## src/rtl/alu_issue_pkg.sv

```systemverilog
// rtl/alu_issue_pkg.sv - shared types and constants for the ALU issue queue
package alu_issue_pkg;

    localparam int CTRL_W     = 4;
    localparam int DATA_W_DEF = 32;
    localparam int DEPTH_DEF  = 4;

    typedef struct packed {
        logic [DATA_W_DEF-1:0] in1;
        logic [DATA_W_DEF-1:0] in2;
        logic [CTRL_W-1:0]     control;
    } cmd_t;

    typedef enum logic {
        RES_EMPTY = 1'b0,
        RES_FULL  = 1'b1
    } res_state_t;

    function automatic int level_width(input int depth);
        return $clog2(depth) + 1;
    endfunction

endpackage

```

## src/rtl/alu_issue_fifo.sv

```systemverilog
// rtl/alu_issue_fifo.sv - command queue storage, wrapping pointers and occupancy level
module alu_issue_fifo
    import alu_issue_pkg::*;
#(
    parameter int DEPTH = DEPTH_DEF,
    parameter int WIDTH = 2 * DATA_W_DEF + CTRL_W
) (
    input  logic                     clk,
    input  logic                     rst,
    input  logic                     i_push,
    input  logic [WIDTH-1:0]         i_wdata,
    input  logic                     i_pop,
    output logic [WIDTH-1:0]         o_rdata,
    output logic [$clog2(DEPTH):0]   o_level,
    output logic                     o_full,
    output logic                     o_empty
);

    localparam int PTR_W = $clog2(DEPTH);
    localparam int LVL_W = PTR_W + 1;

    logic [WIDTH-1:0] r_mem [DEPTH];
    logic [PTR_W-1:0] r_wr_ptr;
    logic [PTR_W-1:0] r_rd_ptr;
    logic [LVL_W-1:0] r_level;
    logic             w_push;
    logic             w_pop;

    assign o_full  = (r_level == LVL_W'(DEPTH));
    assign o_empty = (r_level == '0);
    assign w_push  = i_push && !o_full;
    assign w_pop   = i_pop && !o_empty;
    assign o_level = r_level;

    // Empty queue presents zeros so the downstream ALU never sees stale entries.
    assign o_rdata = o_empty ? '0 : r_mem[r_rd_ptr];

    always_ff @(posedge clk or posedge rst) begin
        if (rst) begin
            r_wr_ptr <= '0;
            r_rd_ptr <= '0;
            r_level  <= '0;
        end else begin
            if (w_push) begin
                r_wr_ptr <= r_wr_ptr + PTR_W'(1);
            end
            if (w_pop) begin
                r_rd_ptr <= r_rd_ptr + PTR_W'(1);
            end
            case ({w_push, w_pop})
                2'b10:   r_level <= r_level + LVL_W'(1);
                2'b01:   r_level <= r_level - LVL_W'(1);
                default: r_level <= r_level;
            endcase
        end
    end

    always_ff @(posedge clk) begin
        if (w_push) begin
            r_mem[r_wr_ptr] <= i_wdata;
        end
    end

endmodule

```

## src/rtl/alu_issue.sv

```systemverilog
// rtl/alu_issue.sv - queues ALU commands, issues the head and registers the result
// Optional issue counter output enabled by defining ALU_ISSUE_PERF_EN.
module alu_issue
    import alu_issue_pkg::*;
#(
    parameter int DEPTH  = DEPTH_DEF,
    parameter int DATA_W = DATA_W_DEF
) (
    input  logic                   clk,
    input  logic                   rst,
    input  logic                   cmd_valid,
    output logic                   cmd_ready,
    input  logic [DATA_W-1:0]      cmd_in1,
    input  logic [DATA_W-1:0]      cmd_in2,
    input  logic [CTRL_W-1:0]      cmd_control,
    output logic [DATA_W-1:0]      alu_in1,
    output logic [DATA_W-1:0]      alu_in2,
    output logic [CTRL_W-1:0]      alu_control,
    input  logic [DATA_W-1:0]      alu_out,
    input  logic                   alu_zero,
    input  logic                   alu_neg,
    output logic                   res_valid,
    input  logic                   res_ready,
    output logic [DATA_W-1:0]      res_out,
    output logic                   res_zero,
    output logic                   res_neg,
    output logic [$clog2(DEPTH):0] level
`ifdef ALU_ISSUE_PERF_EN
    ,
    output logic [15:0]            issue_count
`endif
);

    localparam int CMD_W = 2 * DATA_W + CTRL_W;

    logic [CMD_W-1:0]  w_head;
    logic              w_full;
    logic              w_empty;
    logic              w_issue;
    res_state_t        r_state;
    logic [DATA_W-1:0] r_res_out;
    logic              r_res_zero;
    logic              r_res_neg;

    alu_issue_fifo #(
        .DEPTH (DEPTH),
        .WIDTH (CMD_W)
    ) u_fifo (
        .clk     (clk),
        .rst     (rst),
        .i_push  (cmd_valid),
        .i_wdata ({cmd_in1, cmd_in2, cmd_control}),
        .i_pop   (w_issue),
        .o_rdata (w_head),
        .o_level (level),
        .o_full  (w_full),
        .o_empty (w_empty)
    );

    assign cmd_ready = !w_full;
    assign {alu_in1, alu_in2, alu_control} = w_head;

    // The ALU is combinational, so the head result is valid in the issue cycle.
    assign w_issue = !w_empty && ((r_state == RES_EMPTY) || res_ready);

    always_ff @(posedge clk or posedge rst) begin
        if (rst) begin
            r_state    <= RES_EMPTY;
            r_res_out  <= '0;
            r_res_zero <= 1'b0;
            r_res_neg  <= 1'b0;
        end else begin
            case (r_state)
                RES_EMPTY: begin
                    if (w_issue) begin
                        r_state    <= RES_FULL;
                        r_res_out  <= alu_out;
                        r_res_zero <= alu_zero;
                        r_res_neg  <= alu_neg;
                    end
                end
                RES_FULL: begin
                    if (w_issue) begin
                        r_res_out  <= alu_out;
                        r_res_zero <= alu_zero;
                        r_res_neg  <= alu_neg;
                    end else if (res_ready) begin
                        r_state <= RES_EMPTY;
                    end
                end
                default: r_state <= RES_EMPTY;
            endcase
        end
    end

    assign res_valid = (r_state == RES_FULL);
    assign res_out   = r_res_out;
    assign res_zero  = r_res_zero;
    assign res_neg   = r_res_neg;

`ifdef ALU_ISSUE_PERF_EN
    logic [15:0] r_issue_count;

    always_ff @(posedge clk or posedge rst) begin
        if (rst) begin
            r_issue_count <= '0;
        end else if (w_issue) begin
            r_issue_count <= r_issue_count + 16'd1;
        end
    end

    assign issue_count = r_issue_count;
`endif

endmodule

```

## config.mk

```make
export PLATFORM = sky130hd
export DESIGN_NAME = alu_issue
export DESIGN_NICKNAME = d
export VERILOG_FILES = /design/src/rtl/alu_issue_pkg.sv /design/src/rtl/alu_issue_fifo.sv /design/src/rtl/alu_issue.sv
export SDC_FILE = /design/constraint.sdc
export NUM_CORES = 1
export LEC_CHECK = 0
export BUFFER_PORTS_ARGS = -buffer_cell sky130_fd_sc_hd__buf_2
export CORE_UTILIZATION = 52
export CTS_BUF_LIST = sky130_fd_sc_hd__clkbuf_4 sky130_fd_sc_hd__clkbuf_8
export DETAILED_ROUTE_END_ITERATION = 8
export PLACE_DENSITY = 0.83
export SETUP_SLACK_MARGIN = 0.15
export SLEW_MARGIN = 20
export SYNTH_ARGS = -nofsm -noshare
export SYNTH_HDL_FRONTEND = slang
export SYNTH_SLANG_ARGS = --single-unit
```

## constraint.sdc

```tcl
create_clock -name clk -period 2.7 [get_ports clk]
set_input_delay 0.27 -clock clk [delete_from_list [all_inputs] [get_ports clk]]
set_output_delay 0.27 -clock clk [all_outputs]
set_load 0.01 [all_outputs]
```

Yosys cells after proc, flatten, opt, wreduce, memory -nomap -nowiden:

Memories as Yosys holds them, arrays and structs flattened.
Index checks and enable logic that the tools add are counted.

* shift-type cells: 0
* $lt $le $gt $ge: 0
* add/sub/neg operators: 4
* mux-type cells: 11
* divide/modulo/power cells: 0
* equal/unequal tests: 3
* bitwise operators: 1
* reduce and logical (&&, ||, !) cells: 8
* multiply operators: 0

Operator list (count)
* $mux W68: 1
* $mux W32: 1
* $mux W1: 7
* $pmux W3 S2: 1
* $add A2 B1 Y2 const B: 2
* $add A3 B1 Y3 const B: 1
* $eq A3 B3 Y1 const B: 1
* $logic_and A1 B1 Y1: 3
* $logic_not A3 Y1: 1
* $sub A3 B1 Y3 const B: 1
* $eq A2 B1 Y1 const B: 1
* $eq A2 B2 Y1 const B: 1
* $logic_not A1 Y1: 2
* $pmux W1 S2: 1
* $reduce_bool A2 Y1: 1
* $logic_or A1 B1 Y1: 1
* $not A1 Y1: 1

* flip-flop bits (word level): 42
* input bits: 106
* output and inout bits: 107
* logic and storage cells: 35
* memories kept: 1
* latch bits: 0
* bits in writable memories: 272
* ROM bits: 0

Memory list
* u_fifo.r_mem: words 4, width 68, read ports 1, clocked after Yosys merged registers in 0, wr ports 1, RTL line alu_issue_fifo.sv:22 `logic [WIDTH-1:0] r_mem [DEPTH];`

Logic depth before layout (Yosys ltp):

Gate-level depths: netlist of run 1.

* depth after elaboration: 6
* depth in mapped cells: 11

By module:

Synthesis of run 1 repeated with hierarchy kept, for this count alone.

* cells, all modules: 549
* area, all modules: 12101.6 µm²

By module, submodules not included
* alu_issue_fifo: instances 1, area each 10772.8 µm², cells an instance 471
* alu_issue: instances 1, area each 1328.8 µm², cells an instance 78

Worst setup path after synthesis of run 1:

No wires, ideal clock.

* path kind: flip-flop to flip-flop
* from: reg u_fifo.r_level[2] (netlist: u_fifo.o_level[2])
* to: mem u_fifo.r_mem[0][0] (netlist bit), enable pin
* data arrival time: 2375 ps
* clock period less this slack: 2808 ps
* path slack: -108 ps
* data required time: 2266 ps
* path buffers: 0
* stages on the path, launching flop included: 3
* library setup time: 434 ps
* path through: dfrtp_1 or3b_1 and3_1

* word-level cells in the longest chain between the ends: 5

RTL lines
* start: declaration: RTL line alu_issue_fifo.sv:25 `logic [LVL_W-1:0] r_level;`
* start signal: assignment: RTL line alu_issue_fifo.sv:51 `2'b10: r_level <= r_level + LVL_W'(1);`
* start signal: assignment: RTL line alu_issue_fifo.sv:52 `2'b01: r_level <= r_level - LVL_W'(1);`
* start signal: assignment: RTL line alu_issue_fifo.sv:53 `default: r_level <= r_level;`
* $eq A3 B3 Y1: RTL line alu_issue_fifo.sv:29 `assign o_full = (r_level == LVL_W'(DEPTH));`
* $logic_not A1 Y1
* named net cmd_ready: RTL line alu_issue.sv:12 `output logic cmd_ready,`
* $logic_and A1 B1 Y1: RTL line alu_issue_fifo.sv:31 `assign w_push = i_push && !o_full;`
* $mux W1: RTL line alu_issue_fifo.sv:59 `if (w_push) begin`
* $mux W1 (implied by the code): RTL line alu_issue_fifo.sv:60 `r_mem[r_wr_ptr] <= i_wdata;`
* end: declaration: RTL line alu_issue_fifo.sv:22

The timed path passes the listed nets, and every way through them passes these cells.

Worst setup path in the final report of run 1:

* from: reg u_fifo.r_rd_ptr[0]
* to: out alu_in1[2]

* word-level cells in the longest chain between the ends: 2

RTL lines
* start: declaration: RTL line alu_issue_fifo.sv:24 `logic [PTR_W-1:0] r_rd_ptr;`
* start signal: assignment: RTL line alu_issue_fifo.sv:48 `r_rd_ptr <= r_rd_ptr + PTR_W'(1);`
* $mem_v2 Z4 W68
* $mux W68: RTL line alu_issue_fifo.sv:36 `assign o_rdata = o_empty ? '0 : r_mem[r_rd_ptr];`
* end: declaration: RTL line alu_issue.sv:16 `output logic [DATA_W-1:0] alu_in1,`

No other way between the ends.

==> flow_summary.toml, run 1 <==
[run_status]
status = "finished, final reports clean"

[power_and_ir_drop]
irDropWorstVdd_v = 0.000674
power_density_nw_per_um2 = 1080
p_leak_nw = 5.94

[cells_and_area]
layout-drive-gt1-share_pct = 45.3
diodes = 0
fillers = 1423
nNetsFinal = 1016
regArea_um2 = 9230
final_design_area_no_fill_um2 = 15700
mostFrequentLayoutCell = "edfxtp_1"
multi_input_comb_area_um2 = 2700
mostFrequentLayoutCells = "edfxtp_1, buf_2, dlygate4sd3_1, and2_1, mux4_2"
area.growth.synth_to_final_pct = 29.7

[synthesis]
syn-mean-instance-area_um2 = 22.2
yosys_warnings = 0
yosysUniqueCellTypes = 24
synth.top_cells.by_area = "edfxtp_1, mux4_2, dfrtp_1, and2_1, mux2_4"
mappedNetlistArea_um2 = 12100
postSynthRegisterBits = 314
postSynth.topFlopCell = "edfxtp_1"
synth-edff-count = 272
async_flop_share_pct = 13.4
netlist_instances = 545
netlist.top_cell.by_area = "edfxtp_1"
synth_top_cell_area_share_pct = 67.4
ys_seq_area_share_pct = 76.1
syn-num-nets = 657

[grt]
grt_antenna_before_repair = 0
grtUsageTotal_pct = 21.8
grt_start_max_net_pins = 70
grt_pass1_vias = 7258
grt_first_pass_wirelength_um = 39400
grt_remaining_overflow = 0

[detailed_routing]
routedWlPerCell_um = 20.7
wl_um = 25400
vias_per_cell = 5.29
drtAntennaViolNets = 0
length_of_the_first_detailed_routing_pass_in_iterations = 4
drt_iter0_drc = 347
vias = 6494
detail_route.drc_violations = 0

[timing]
finalHoldViolations = 0
fin_ws_ps = 191
report.final.slew_viol_count = 0
final_period_minus_worst_setup_slack_ps = 2510
rsz0062_at_grt = "true"
tightest_slew_ps = 923
relSlewSlack_pct = 38.4
period_share_pct = 92.9
number_of_setup_violations_in_the_final_report = 0
achievable-frequency_ghz = 0.399
final.setup_skew_ps = 28.7
final_setup_tns_ps = 0

[clocking]
clock_sinks = 314
clock_pin_slew_worst_setup_and_hold_paths_ps = 60
clockRootBuffer = "clkbuf_8"
worst_skew_pair.late_latency_ps = 560
cts-htree-levels = 2
cts_tree = "built"
cts_buffers = 51
cts_max_path_buffers = 3

[floorplan]
placeableCoreArea_um2 = 22700
core.rowCount = 55
die_area_um2 = 23900
die_x_um = 155
die_h_um = 155
io_pins = 213
floorplan.initialDensity_pct = 53.3

[setup_path]
worst_path_largest_cell_delay_ps = 520
worst_setup_path_start_kind = "register"
cp_max_fo = 17
worstPathArrival_ps = 2240
crit_chain = "bufbuf_16 > mux4_2 > and2_1 > buf_2"
critPathBufInv = 2
cp.required_ps = 2430
crit_type = "reg2out"
path_delay_family = "multiplexers"
critical_path_cell_with_the_highest_stage_delay = "mux4_2"
critical_path_capture_point_type = "primary output"

[job]
cap_viol_max_count = 0

[place]
finalWeightedCongestion = 0.733
dpl_cell_area_um2 = 13600
pre_cts_ws_ps = 408
total_of_buffers_placed_on_input_and_output_ports = 212
place.detailed.hpwl_um = 13300

[hold_path]
worst_hold_path_type = "in2reg"
-- state kept, by name, indices dropped and copies added, names as in the netlist --
name and cells:
res_neg 1, res_zero 1, res_out 32, u_fifo.o_level 3, u_fifo.r_rd_ptr 2, res_valid 1
u_fifo.r_wr_ptr 2, u_fifo.r_mem 272
-- area by class of cell --
| cell class | instances | area share [%] |
|---|---|---|
| well taps | 285 | 2.27 |
| clock inverters | 15 | 0.645 |
| flip-flops and latches | 314 | 58.7 |
| inverters | 7 | 0.167 |
| repair buffers | 334 | 15.1 |
| multi-input cells | 196 | 17.2 |
| clock buffers | 76 | 5.90 |
-- cell usage after synthesis, types with 3 or more instances --
cell type	count
mux4_2	68
and3_1	4
buf_2	9
buf_12	4
xor2_1	3
xnor2_1	3
mux2_4	28
dfrtp_1	42
clkbuf_1	14
inv_1	7
mux2_2	7
ha_1	5
and2_1	69
edfxtp_1	272
-- kinds of logic (layout without fill, tap and decap cells) --
family / count (synthesis) / after routing / share of synthesized area, %
flops: 314 / 314 / 76.1
mux: 104 / 104 / 16.8
simple gates: 80 / 80 / 4.16
buf+inv: 35 / 432 / 1.78
fa+ha+maj: 6 / 6 / 0.682
xor+xnor: 6 / 6 / 0.434
-- tightest hold or removal path: cells and delay by family --
family	cells	cell delay [ps]
buffers and inverters	1	130
XOR/XNOR	1	80
AND/OR/NAND/NOR	1	190
-- per-stage QoR --
step	instances	hold slack (ps)	utilization, %	power [mW]
CTS	1226	99.1	69.1	17.1
floorplan	545	369	-	10.6
detailed placement	1027	486	59.7	12.7
finish	1227	150	69.2	17.0
global placement	1027	483	59.7	12.6
global route	1227	155	69.2	17.9
-- final timing paths --
path                                                 from  slack, ps                              to  cells after the start
setup / recovery           u_fifo.r_rd_ptr[0]$_DFFE_PP0P_        190                      alu_in1[2]                      4
hold / removal                                  cmd_valid        150  u_fifo.r_wr_ptr[0]$_DFFE_PP0P_                      3
setup reg to reg            u_fifo.o_level[1]$_DFFE_PP0P_        370   u_fifo.o_level[2]$_DFFE_PP0P_                      9
hold reg to reg                   res_out[18]$_DFFE_PP0P_        500         res_out[18]$_DFFE_PP0P_                      1
max in group asynchronous                             rst       1420         res_out[18]$_DFFE_PP0P_                      4
min in group asynchronous                             rst        470          res_out[6]$_DFFE_PP0P_                      3
-- metal layers --
layer | global-route usage (%) | routed length [µm] | part of all wire (%) | vias up
li1 | - | - | - | 2898
met1 | 26.8 | 10300 | 41 | 3297
met2 | 37.8 | 12900 | 51 | 254
met3 | 5.52 | 1630 | 6.4 | 45
met4 | 7.64 | 514 | 2.0 | 0
met5 | 0 | 0 | 0 | -
-- power breakdown --
| group | total [mW] | internal, mW | switching [mW] | leakage, nW |
|---|---|---|---|---|
| Clock | 4.08 | 2.29 | 1.79 | 0.545 |
| Combinational | 6.09 | 3.05 | 3.04 | 2.42 |
| Sequential | 6.84 | 6.48 | 0.358 | 2.98 |
-- timing repair --
action | in CTS | in global routing
hold buffers | 104 | 0
setup endpoints to repair | 60 | 33
setup buffers | 3 | 0
gates cloned | 1 | 1
endpoints found under the hold margin | 331 | 0
resized for setup | 1 | 0
No activity file was read; power rests on OpenSTA's default activity.
==> inputs of run 2 (changes only) <==
--- a/config.mk
+++ b/config.mk
@@ -6,6 +6,7 @@
 export NUM_CORES = 1
 export LEC_CHECK = 0
 export BUFFER_PORTS_ARGS = -buffer_cell sky130_fd_sc_hd__buf_2
+export CORE_MARGIN = 2
 export CORE_UTILIZATION = 52
 export CTS_BUF_LIST = sky130_fd_sc_hd__clkbuf_4 sky130_fd_sc_hd__clkbuf_8
 export DETAILED_ROUTE_END_ITERATION = 8
==> flow_summary.toml, run 2 (synthesis gave the netlist of run 1 again) <==
[hold_path]
worstHoldStart = "cmd_valid"
hold_end = "u_fifo.r_wr_ptr[0]$_DFFE_PP0P_"
worst_hold_path_type = "in2reg"
min_delay_path_depth = 3

[cells_and_area]
largest_register = "u_fifo.r_mem"
area.growth.synth_to_final_pct = 28.9
max_ffs_per_register = 272
mostFrequentLayoutCells = "edfxtp_1, buf_2, dlygate4sd3_1, and2_1, mux4_2"
nNetsFinal = 1012
mostFrequentLayoutCell = "edfxtp_1"
multi_input_comb_area_um2 = 2700
layout-drive-gt1-share_pct = 44.2
regArea_um2 = 9230
diodes = 0
fillers = 1409

[timing]
final.setup_skew_ps = 21.4
relSlewSlack_pct = 60.0
final_period_minus_worst_setup_slack_ps = 2430
rsz0062_at_grt = "true"
period_share_pct = 90.1
finalHoldViolations = 0
final_setup_tns_ps = 0
number_of_setup_violations_in_the_final_report = 0
achievable-frequency_ghz = 0.411
tightest_slew_ps = 600
report.final.slew_viol_count = 0

[setup_path]
r2r_end = "u_fifo.o_level[2]$_DFFE_PP0P_"
worstPathArrival_ps = 2160
cp.required_ps = 2430
ff2ff_path_depth = 9
reg2reg_slack_ps = 430
crit_type = "reg2out"
cp_max_fo = 37
worst_setup_path_start_kind = "register"
critical_path_capture_point_type = "primary output"
reg2reg_from = "u_fifo.o_level[0]$_DFFE_PP0P_"

[grt]
grtUsageTotal_pct = 20.5
grt_first_pass_wirelength_um = 37900
grt_antenna_before_repair = 0
grt_start_max_net_pins = 46
grt_remaining_overflow = 0
grt_pass1_vias = 6934

[floorplan]
placeableCoreArea_um2 = 22800
die_h_um = 157
floorplan.initialDensity_pct = 53.2
io_pins = 213
die_area_um2 = 24500
core.rowCount = 55
die_x_um = 157

[power_and_ir_drop]
cell_int_power_mw = 11.4
p_total_mw = 16.4
pwr-share-comb_pct = 36.2
irDropWorstVdd_v = 0.000682
total_switching_power_mw = 5.00
share_clk_of_total_power_pct = 21.8
p_leak_nw = 5.85
power_density_nw_per_um2 = 1050
seq_power_share_pct = 42.0
p_sw_share_pct = 30.5

[clocking]
cts-htree-levels = 2
clock_pin_slew_worst_setup_and_hold_paths_ps = 60
worst_skew_pair.late_latency_ps = 530
cts_max_path_buffers = 3
cts_buffers = 48
clock_sinks = 314
cts_tree = "built"
clockRootBuffer = "clkbuf_8"

[run_status]
status = "finished, final reports clean"

[job]
cap_viol_max_count = 0

[detailed_routing]
routedWlPerCell_um = 20.0
detail_route.drc_violations = 0
vias_per_cell = 5.15
vias = 6416
length_of_the_first_detailed_routing_pass_in_iterations = 4
drt_iter0_drc = 427
drtAntennaViolNets = 0
wl_um = 24900

[place]
total_of_buffers_placed_on_input_and_output_ports = 212
place.detailed.hpwl_um = 14200
finalWeightedCongestion = 0.752
-- run 2: cell types whose count changed in the layout (fill, tap and decap cells not counted), sizes merged --
cell / previous run / this run
bufbuf: 1 / 0
buf: 228 / 229
clkinvlp: 2 / 0
bufinv: 1 / 0
clkbuf: 77 / 68
clkinv: 11 / 15
inv: 8 / 7
-- run 2: per-stage QoR --
stage	util [%]	setup WS [ps]	hold slack [ps]	instance area [µm²]	cells
2_1_floorplan	-	483	369	12100	545
3_3_place_gp	60.1	513	197	13700	1059
3_5_place_dp	60.1	441	203	13700	1059
4_1_cts	68.5	188	145	15600	1246
5_1_grt	68.5	138	181	15600	1246
6_report	68.5	268	196	15600	1246
-- run 2: timing repair --
action | CTS | global route
resized for setup | 0 | 1
setup buffers | 0 | 0
hold buffers | 104 | 0
endpoints found under the hold margin | 335 | 0
setup endpoints to repair | 0 | 4
-- run 2: area by class of cell --
type                    count  share of cell area [%]
flip-flops and latches    314                    59.1
inverters                   7                   0.168
well taps                 313                    2.51
clock inverters            15                   0.385
multi-input cells         196                    17.3
clock buffers              68                    5.23
repair buffers            333                    15.3
-- run 2: critical path, stage by stage (launching register included) --
cell     delay (ps)
dfrtp_4         450
buf_16          270
mux4_2          550
and2_1          190
buf_2           140
-- run 2: worst max-delay path by stage --
| stage | from | end | slack, ps |
|---|---|---|---|
| after floorplan | u_fifo.o_level[2]$_DFFE_PP0P_ | u_fifo.o_level[2]$_DFFE_PP0P_ | 480 |
| after global placement | u_fifo.o_level[0]$_DFFE_PP0P_ | u_fifo.o_level[2]$_DFFE_PP0P_ | 510 |
| after detailed placement | u_fifo.o_level[0]$_DFFE_PP0P_ | u_fifo.o_level[2]$_DFFE_PP0P_ | 440 |
| after CTS | u_fifo.r_rd_ptr[0]$_DFFE_PP0P_ | alu_in2[1] | 190 |
| after global routing | u_fifo.r_rd_ptr[0]$_DFFE_PP0P_ | alu_in1[26] | 140 |
| final | u_fifo.r_rd_ptr[0]$_DFFE_PP0P_ | alu_in2[1] | 270 |
-- run 2: power groups by stage --
stage	clock [mW]	combinational (mW)	sequential, mW
after floorplan	0	3.70	6.93
after detailed placement	0	5.88	6.96
after global placement	0	5.83	6.89
final	3.58	5.95	6.89
after global routing	3.89	6.43	6.97
after CTS	3.67	6.02	6.87
-- run 2: routing by layer --
layer  wire (µm)  up-vias  global-route usage, %
li1            -     2879                      -
met3        1890       36                   4.74
met5           0        -                      0
met1        9880     3237                   26.8
met2       12700      264                   34.8
met4         424        0                   6.25
==> inputs of run 3 (changes only) <==
--- a/config.mk
+++ b/config.mk
@@ -11,7 +11,9 @@
 export CTS_BUF_LIST = sky130_fd_sc_hd__clkbuf_4 sky130_fd_sc_hd__clkbuf_8
 export DETAILED_ROUTE_END_ITERATION = 8
 export PLACE_DENSITY = 0.83
+export REMOVE_ABC_BUFFERS = 1
 export SETUP_SLACK_MARGIN = 0.15
+export SKIP_LAST_GASP = 1
 export SLEW_MARGIN = 20
 export SYNTH_ARGS = -nofsm -noshare
 export SYNTH_HDL_FRONTEND = slang
==> flow_summary.toml, run 3 (synthesis gave the netlist of run 1 again) <==
[run_status]
status = "finished, final reports clean"

[place]
place.detailed.hpwl_um = 14500
dp.cells = 1064
pre_cts_ws_ps = 424
finalWeightedCongestion = 0.742
total_of_buffers_placed_on_input_and_output_ports = 212

[detailed_routing]
vias = 6543
detail_route.drc_violations = 0
wl_um = 25600
vias_per_cell = 5.20
length_of_the_first_detailed_routing_pass_in_iterations = 4
drt_iter0_drc = 361
routedWlPerCell_um = 20.4
drtAntennaViolNets = 0

[timing]
report.final.slew_viol_count = 0
number_of_setup_violations_in_the_final_report = 0
relSlewSlack_pct = 61.0
achievable-frequency_ghz = 0.411
rsz0062_at_grt = "false"
finalHoldViolations = 0
tightest_slew_ps = 585
final_period_minus_worst_setup_slack_ps = 2430
fin_ws_ps = 266
final.setup_skew_ps = 14.3
period_share_pct = 90.1

[cells_and_area]
largest_register = "u_fifo.r_mem"
area.growth.synth_to_final_pct = 30.0
diodes = 0
final_cell_count_no_fill = 1258
nNetsFinal = 1024
fillers = 1390
regArea_um2 = 9230
mostFrequentLayoutCells = "edfxtp_1, buf_2, dlygate4sd3_1, and2_1, mux4_2"
layout-drive-gt1-share_pct = 45.5
max_ffs_per_register = 272
final_core_utilization_pct = 69.2
mostFrequentLayoutCell = "edfxtp_1"
multi_input_comb_area_um2 = 2700

[grt]
grt_first_pass_wirelength_um = 39700
grt_remaining_overflow = 0
grt_antenna_before_repair = 0
grt_pass1_vias = 7295
grt_start_max_net_pins = 53
grtUsageTotal_pct = 21.5

[setup_path]
cp.required_ps = 2430
crit_type = "reg2out"
worst_setup_path_start_kind = "register"
worstPathArrival_ps = 2160
critical_path_capture_point_type = "primary output"
cp_max_fo = 52

[clocking]
clock_sinks = 314
worst_skew_pair.late_latency_ps = 540
cts_tree = "built"
cts-htree-levels = 2
clock_pin_slew_worst_setup_and_hold_paths_ps = 60
cts_buffers = 48
cts_max_path_buffers = 3
clockRootBuffer = "clkbuf_8"

[floorplan]
die_area_um2 = 24500
die_h_um = 157
core.rowCount = 55
die_x_um = 157
floorplan.initialDensity_pct = 53.2
placeableCoreArea_um2 = 22800
io_pins = 213

[job]
cap_viol_max_count = 0

[power_and_ir_drop]
p_total_mw = 16.8
irDropWorstVdd_v = 0.000550
power_density_nw_per_um2 = 1070
p_leak_nw = 5.94

[hold_path]
worst_hold_path_type = "in2reg"
-- run 3: area by class of cell --
class | count | share of cell area, %
inverters | 7 | 0.167
repair buffers | 345 | 15.7
clock inverters | 11 | 0.500
multi-input cells | 196 | 17.1
clock buffers | 72 | 5.42
flip-flops and latches | 314 | 58.6
well taps | 313 | 2.49
-- run 3: critical path, cell delays in order (launching register included) --
cell and delay [ps]:
dfrtp_1 420, or3_2 540, buf_6 230, and2_1 240, buf_2 150
-- run 3: worst paths after layout --
check	to	start	depth (start not counted)	slack (ps)
max	alu_control[2]	u_fifo.o_level[2]$_DFFE_PP0P_	4	270
min	u_fifo.r_wr_ptr[0]$_DFFE_PP0P_	cmd_valid	3	160
max reg2reg	u_fifo.o_level[2]$_DFFE_PP0P_	u_fifo.o_level[1]$_DFFE_PP0P_	9	440
min reg2reg	res_out[30]$_DFFE_PP0P_	res_out[30]$_DFFE_PP0P_	1	500
max in group asynchronous	u_fifo.r_rd_ptr[0]$_DFFE_PP0P_	rst	4	1890
min in group asynchronous	res_out[13]$_DFFE_PP0P_	rst	4	430
-- run 3: timing repair --
item                                   4_1_cts  5_1_grt
pin swaps                                    0        0
gates cloned                                 0        0
resized for setup                            0        1
buffers inserted                             7        0
hold buffers                               104        0
setup endpoints to repair                   61       28
endpoints found under the hold margin      349        0
-- run 3: through the flow --
stage	hold slack, ps	setup TNS [ps]	area, µm²
2_1_floorplan	369	-109600	11900
3_3_place_gp	428	0	13700
3_5_place_dp	424	0	13700
4_1_cts	130	0	15800
5_1_grt	170	0	15800
6_report	155	0	15800
-- run 3: per-layer routing --
layer / GRT usage, % / up-vias / wire length, µm
met4: 6.42 / 0 / 479
li1: - / 2913 / -
met1: 27.4 / 3304 / 10200
met2: 36.7 / 284 / 13000
met5: 0 / - / 0
met3: 5.62 / 42 / 1930
-- run 3: power by group --
group | switching, mW | leakage [nW] | internal [mW]
combinational | 2.99 | 2.47 | 3.15
sequential | 0.444 | 2.98 | 6.48
clock | 1.68 | 0.497 | 2.11
